==> src/rtl/reg2out_pkg.sv <==
// reg2out shared constants: default width and {p2,p1} state encoding.
// Optional feature macro: REG2OUT_BYPASS_EN (same-cycle reload on final ack).
package reg2out_pkg;

    localparam int WIDTH_DEF = 32;

    localparam logic [1:0] ST_IDLE  = 2'b00;
    localparam logic [1:0] ST_ONLY1 = 2'b01;
    localparam logic [1:0] ST_ONLY2 = 2'b10;
    localparam logic [1:0] ST_BOTH  = 2'b11;

endpackage

==> src/rtl/reg2out_pend.sv <==
// reg2out_pend: one pending-flag cell; load overrides ack-clear.
module reg2out_pend (
    input  logic clk,
    input  logic reset,
    input  logic load,
    input  logic sel_bit,
    input  logic ack,
    output logic pend
);

    logic pend_q, pend_d;

    always_comb begin
        pend_d = pend_q;
        if (load)
            pend_d = sel_bit;
        else if (ack)
            pend_d = 1'b0;
    end

    always_ff @(posedge clk or negedge reset) begin
        if (!reset)
            pend_q <= 1'b0;
        else
            pend_q <= pend_d;
    end

    assign pend = pend_q;

endmodule

==> src/rtl/reg2out.sv <==
// reg2out: single-entry output register forked to two acked consumers.
// Define REG2OUT_BYPASS_EN to allow a write in the cycle the last ack lands.
module reg2out
    import reg2out_pkg::*;
#(
    parameter int WIDTH = WIDTH_DEF
) (
    input  logic             clk,
    input  logic             reset,
    input  logic             wen,
    input  logic [WIDTH-1:0] din,
    input  logic [1:0]       sel,
    output logic             in_ready,
    output logic [WIDTH-1:0] dout,
    output logic             valid1,
    input  logic             ack1,
    output logic             valid2,
    input  logic             ack2,
    output logic             ovf
);

    logic [WIDTH-1:0] r_q, r_d;
    logic             ovf_q, ovf_d;
    logic             p1, p2;
    logic             accept;

    always_comb begin
`ifdef REG2OUT_BYPASS_EN
        in_ready = (!p1 || ack1) && (!p2 || ack2);
`else
        in_ready = !p1 && !p2;
`endif
    end

    assign accept = wen && in_ready;

    always_comb begin
        r_d   = accept ? din : r_q;
        ovf_d = ovf_q || (wen && !in_ready);
    end

    always_ff @(posedge clk or negedge reset) begin
        if (!reset) begin
            r_q   <= '0;
            ovf_q <= 1'b0;
        end else begin
            r_q   <= r_d;
            ovf_q <= ovf_d;
        end
    end

    reg2out_pend u_pend1 (
        .clk     (clk),
        .reset   (reset),
        .load    (accept),
        .sel_bit (sel[0]),
        .ack     (ack1),
        .pend    (p1)
    );

    reg2out_pend u_pend2 (
        .clk     (clk),
        .reset   (reset),
        .load    (accept),
        .sel_bit (sel[1]),
        .ack     (ack2),
        .pend    (p2)
    );

    assign dout   = r_q;
    assign valid1 = p1;
    assign valid2 = p2;
    assign ovf    = ovf_q;

endmodule

==> config.mk <==
export PLATFORM = sky130hd
export DESIGN_NAME = reg2out
export DESIGN_NICKNAME = d
export VERILOG_FILES = /design/src/rtl/reg2out_pkg.sv /design/src/rtl/reg2out_pend.sv /design/src/rtl/reg2out.sv
export SDC_FILE = /design/constraint.sdc
export NUM_CORES = 1
export LEC_CHECK = 0
export ABC_AREA = 1
export CORE_MARGIN = 2
export CORE_UTILIZATION = 42
export CTS_CLUSTER_DIAMETER = 30
export DETAILED_ROUTE_END_ITERATION = 7
export PLACE_DENSITY_LB_ADDON = 0.05
export REMOVE_ABC_BUFFERS = 1
export SETUP_SLACK_MARGIN = 0.4
export SLEW_MARGIN = 5
export SYNTH_ARGS = -nofsm -noshare
export SYNTH_HDL_FRONTEND = slang
export SYNTH_HIERARCHICAL = 1
export SYNTH_SLANG_ARGS = --single-unit
==> constraint.sdc <==
create_clock -name clk -period 2.85 [get_ports clk]
set_clock_uncertainty 0.2 [all_clocks]
set_input_delay 0.4275 -clock clk [delete_from_list [all_inputs] [get_ports clk]]
set_output_delay 0.4275 -clock clk [all_outputs]
set_load 0.02 [all_outputs]
==> key figures <==
Min path
  – Worst hold path type: flop to flop

Timing
  – Pins Over Slew Limit: 0
  – Final worst-path cycle share: 76.46%
  – Slew @ Worst Pin: 0.7664 ns
  – Fin crit period: 2.179 ns
  – F_max: 458.9 MHz
  – RSZ-0062 raised after global routing: no
  – Final Setup Violations: 0
  – Worst slew margin: 48.91%
  – Final hold vios: 0
  – Setup_tns: 0 ns

Routing
  – DRC Markers: 0
  – Vias per cell: 4.869
  – Detailed Routing Iterations Pass 1: 4
  – Post-route ant nets: 0
  – DR WL/cell: 13.27 um
  – DRT iter0 DRCs: 72
  – Routed WL: 3648 um
  – Vias: 1339

Critical path
  – Crit-path cells: nor2_4 -> clkdlybuf4s50_1
  – Worst path slowest cell: clkdlybuf4s50_1
  – Top delay family on crit path: buffers and inverters
  – Worst setup path class: flop to output pin
  – Startpoint types: flop
  – CP bufs+invs: 1
  – CP required: 2.22 ns
  – Critical path peak fanout: 3
  – Crit-path max cell delay: 0.65 ns
  – CP endpoint kind: output pin
  – Worst R2R Setup Slack: 0.96 ns
  – Critical Path AT: 1.55 ns

Clock tree
  – TritonCTS buffer count: 5
  – Root buf cell: clkbuf_4
  – Setup Fix Bufs, Post-CTS: 0
  – # clock sinks: 35
  – Clock-pin transition on the worst setup and hold timing paths: 0.10 ns
  – H-tree depth: 2
  – CTS Buffer Depth: 2
  – Worst-Skew Late Latency: 0.33 ns
  – CTS tree: yes

Synth
  – Mapped Cells: 154
  – Synthesized flop and latch total: 35
  – Number of distinct library cells after synthesis: 11
  – Compound-gate portion of the synthesized area: 0.5286%
  – Synth Area in XOR/XNOR: 0%
  – Synth Area in Simple Gates: 31.89%
  – Largest family of logic cells by synthesized area: simple AND/OR/NAND/NOR gates
  – Seq/Total Area, Yosys: 61.67%
  – Mux contribution to synthesized area: 0%
  – Mean Syn Cell Area: 9.222 um2
  – Post-Synth Adder-Cell Area: 0%
  – Syn. warnings: 6
  – Mapped cell area: 0.001420 mm2

Floorplan
  – Cell row count: 21
  – Die Height: 62.15 um
  – Starting Density: 43.24%
  – Die Wd: 62.15 um
  – Die Area: 0.003863 mm2
  – Core ar.: 0.003284 mm2
  – Top-level I/O count: 75

Cells and area
  – Antenna cells: 0
  – Finished Layout Cells: 275
  – Final core occ: 67.92%
  – Layout cells sized above 1: 5.240%
  – Area Overhead vs Synth: 57.09%
  – Fin nets: 267

Place
  – Inst Count DP: 266
  – DPL Wire Length: 2528 um
  – IO buf count: 74
  – Placer Congestion: 0.6616

Global routing
  – Initial antenna violation count: 0
  – Grt total ovfl: 0
  – Global Route Usage Sum: 20.06%
  – Largest net degree at the start of global routing: 36
  – First-pass GRT wire length: 6009 um
  – Vias in the first global route: 1311

Power
  – Pleak: 0.001084 uW
  – Pwr Density: 734.5 mW/mm2
  – Maximum VDD drop: 0.4116 mV

Status
  – Status: completed

Flow run
  – Max Cap Viol: 0
flip-flops by register name, summed over array words and instances (netlist names):
| register | flops |
|---|---|
| u_pend2/pend | 1 |
| ovf | 1 |
| dout | 32 |
| u_pend1/pend | 1 |
layout make-up:
cell class                 instances  area (um2)
inverter                           2       7.507
tap                               46       57.56
clock buffer                       8       68.82
fill                             302        1054
multi-input combinational        107       460.4
sequential                        35       875.8
timing repair buffer              77       760.7
per-stage QoR:
| step | setup WS [ns] | cell area (um2) | power (uW) | hold WS [ns] |
|---|---|---|---|---|
| after floorplan | 0.9001 | 1344 | 977.6 | -0.06809 |
| after global placement | 1.033 | 2152 | 1329 | 0.2523 |
| after detailed placement | 0.9801 | 2152 | 1348 | 0.2578 |
| after CTS | 0.6461 | 2231 | 1656 | 0.2824 |
| after global routing | 0.5996 | 2231 | 1730 | 0.3081 |
| final | 0.6710 | 2231 | 1639 | 0.2751 |
layout by cell type, fill, tap and decap left out, drive strengths merged:
master and n:
nand2 71, dlygate4sd3 1, clkbuf 8, dfrtp 35, o21bai 1, inv 2, buf 3, nor2 3
nand3 32, clkdlybuf4s50 73
what timing repair did:
action / in CTS / in global routing
endpoints found under the hold margin: 35 / 0
setup endpoints to repair: 0 / 0
gates resized for setup: 0 / 0
hold buffers: 1 / 0
layer usage:
layer | track usage [%] | share of wire, %
met4 | 8.889 | 1.7
met3 | 7.428 | 8.6
met5 | 0 | 0
met1 | 22.48 | 40
met2 | 34.24 | 49
cells by family after synthesis:
kind of cell	Yosys count
AND/OR/NAND/NOR	106
buffers and inverters	12
flip-flops	35
AO/OA/AOI/OAI	1
path summary, 6_finish.rpt:
path / start / to / depth (start not counted)
worst min register to register: dout[28]$_DFFE_PN0P_ / dout[28]$_DFFE_PN0P_ / 2
min in group asynchronous: reset / dout[9]$_DFFE_PN0P_ / 2
max in group asynchronous: reset / dout[24]$_DFFE_PN0P_ / 2
worst max-delay path: u_pend2/pend$_DFFE_PN0P_ / in_ready / 2
worst max register to register: u_pend2/pend$_DFFE_PN0P_ / u_pend1/pend$_DFFE_PN0P_ / 7
worst min-delay path: dout[28]$_DFFE_PN0P_ / dout[28]$_DFFE_PN0P_ / 2
tightest hold or removal path: cells and delay by family (launching register included):
family / cells / cell delay (ns)
flops: 1 / 0.35
simple gates: 2 / 0.09
cell usage after synthesis:
cell	number	area share, %
nand2_1	70	19
buf_6	3	2.4
inv_1	2	0.53
nor2_4	1	0.79
nand3_1	32	11
buf_2	4	1.4
dfrtp_1	35	62
nand2_4	1	0.79
o21bai_1	1	0.53
buf_4	3	1.6
nor2_1	2	0.53
where the power goes:
part | leakage, uW | total [uW] | internal [uW] | switching [uW]
Sequential | 0.000429 | 684 | 614 | 70.3
Clock | 0.0000386 | 304 | 145 | 159
Combinational | 0.000617 | 651 | 308 | 343
(Power assumes the default switching activity.)
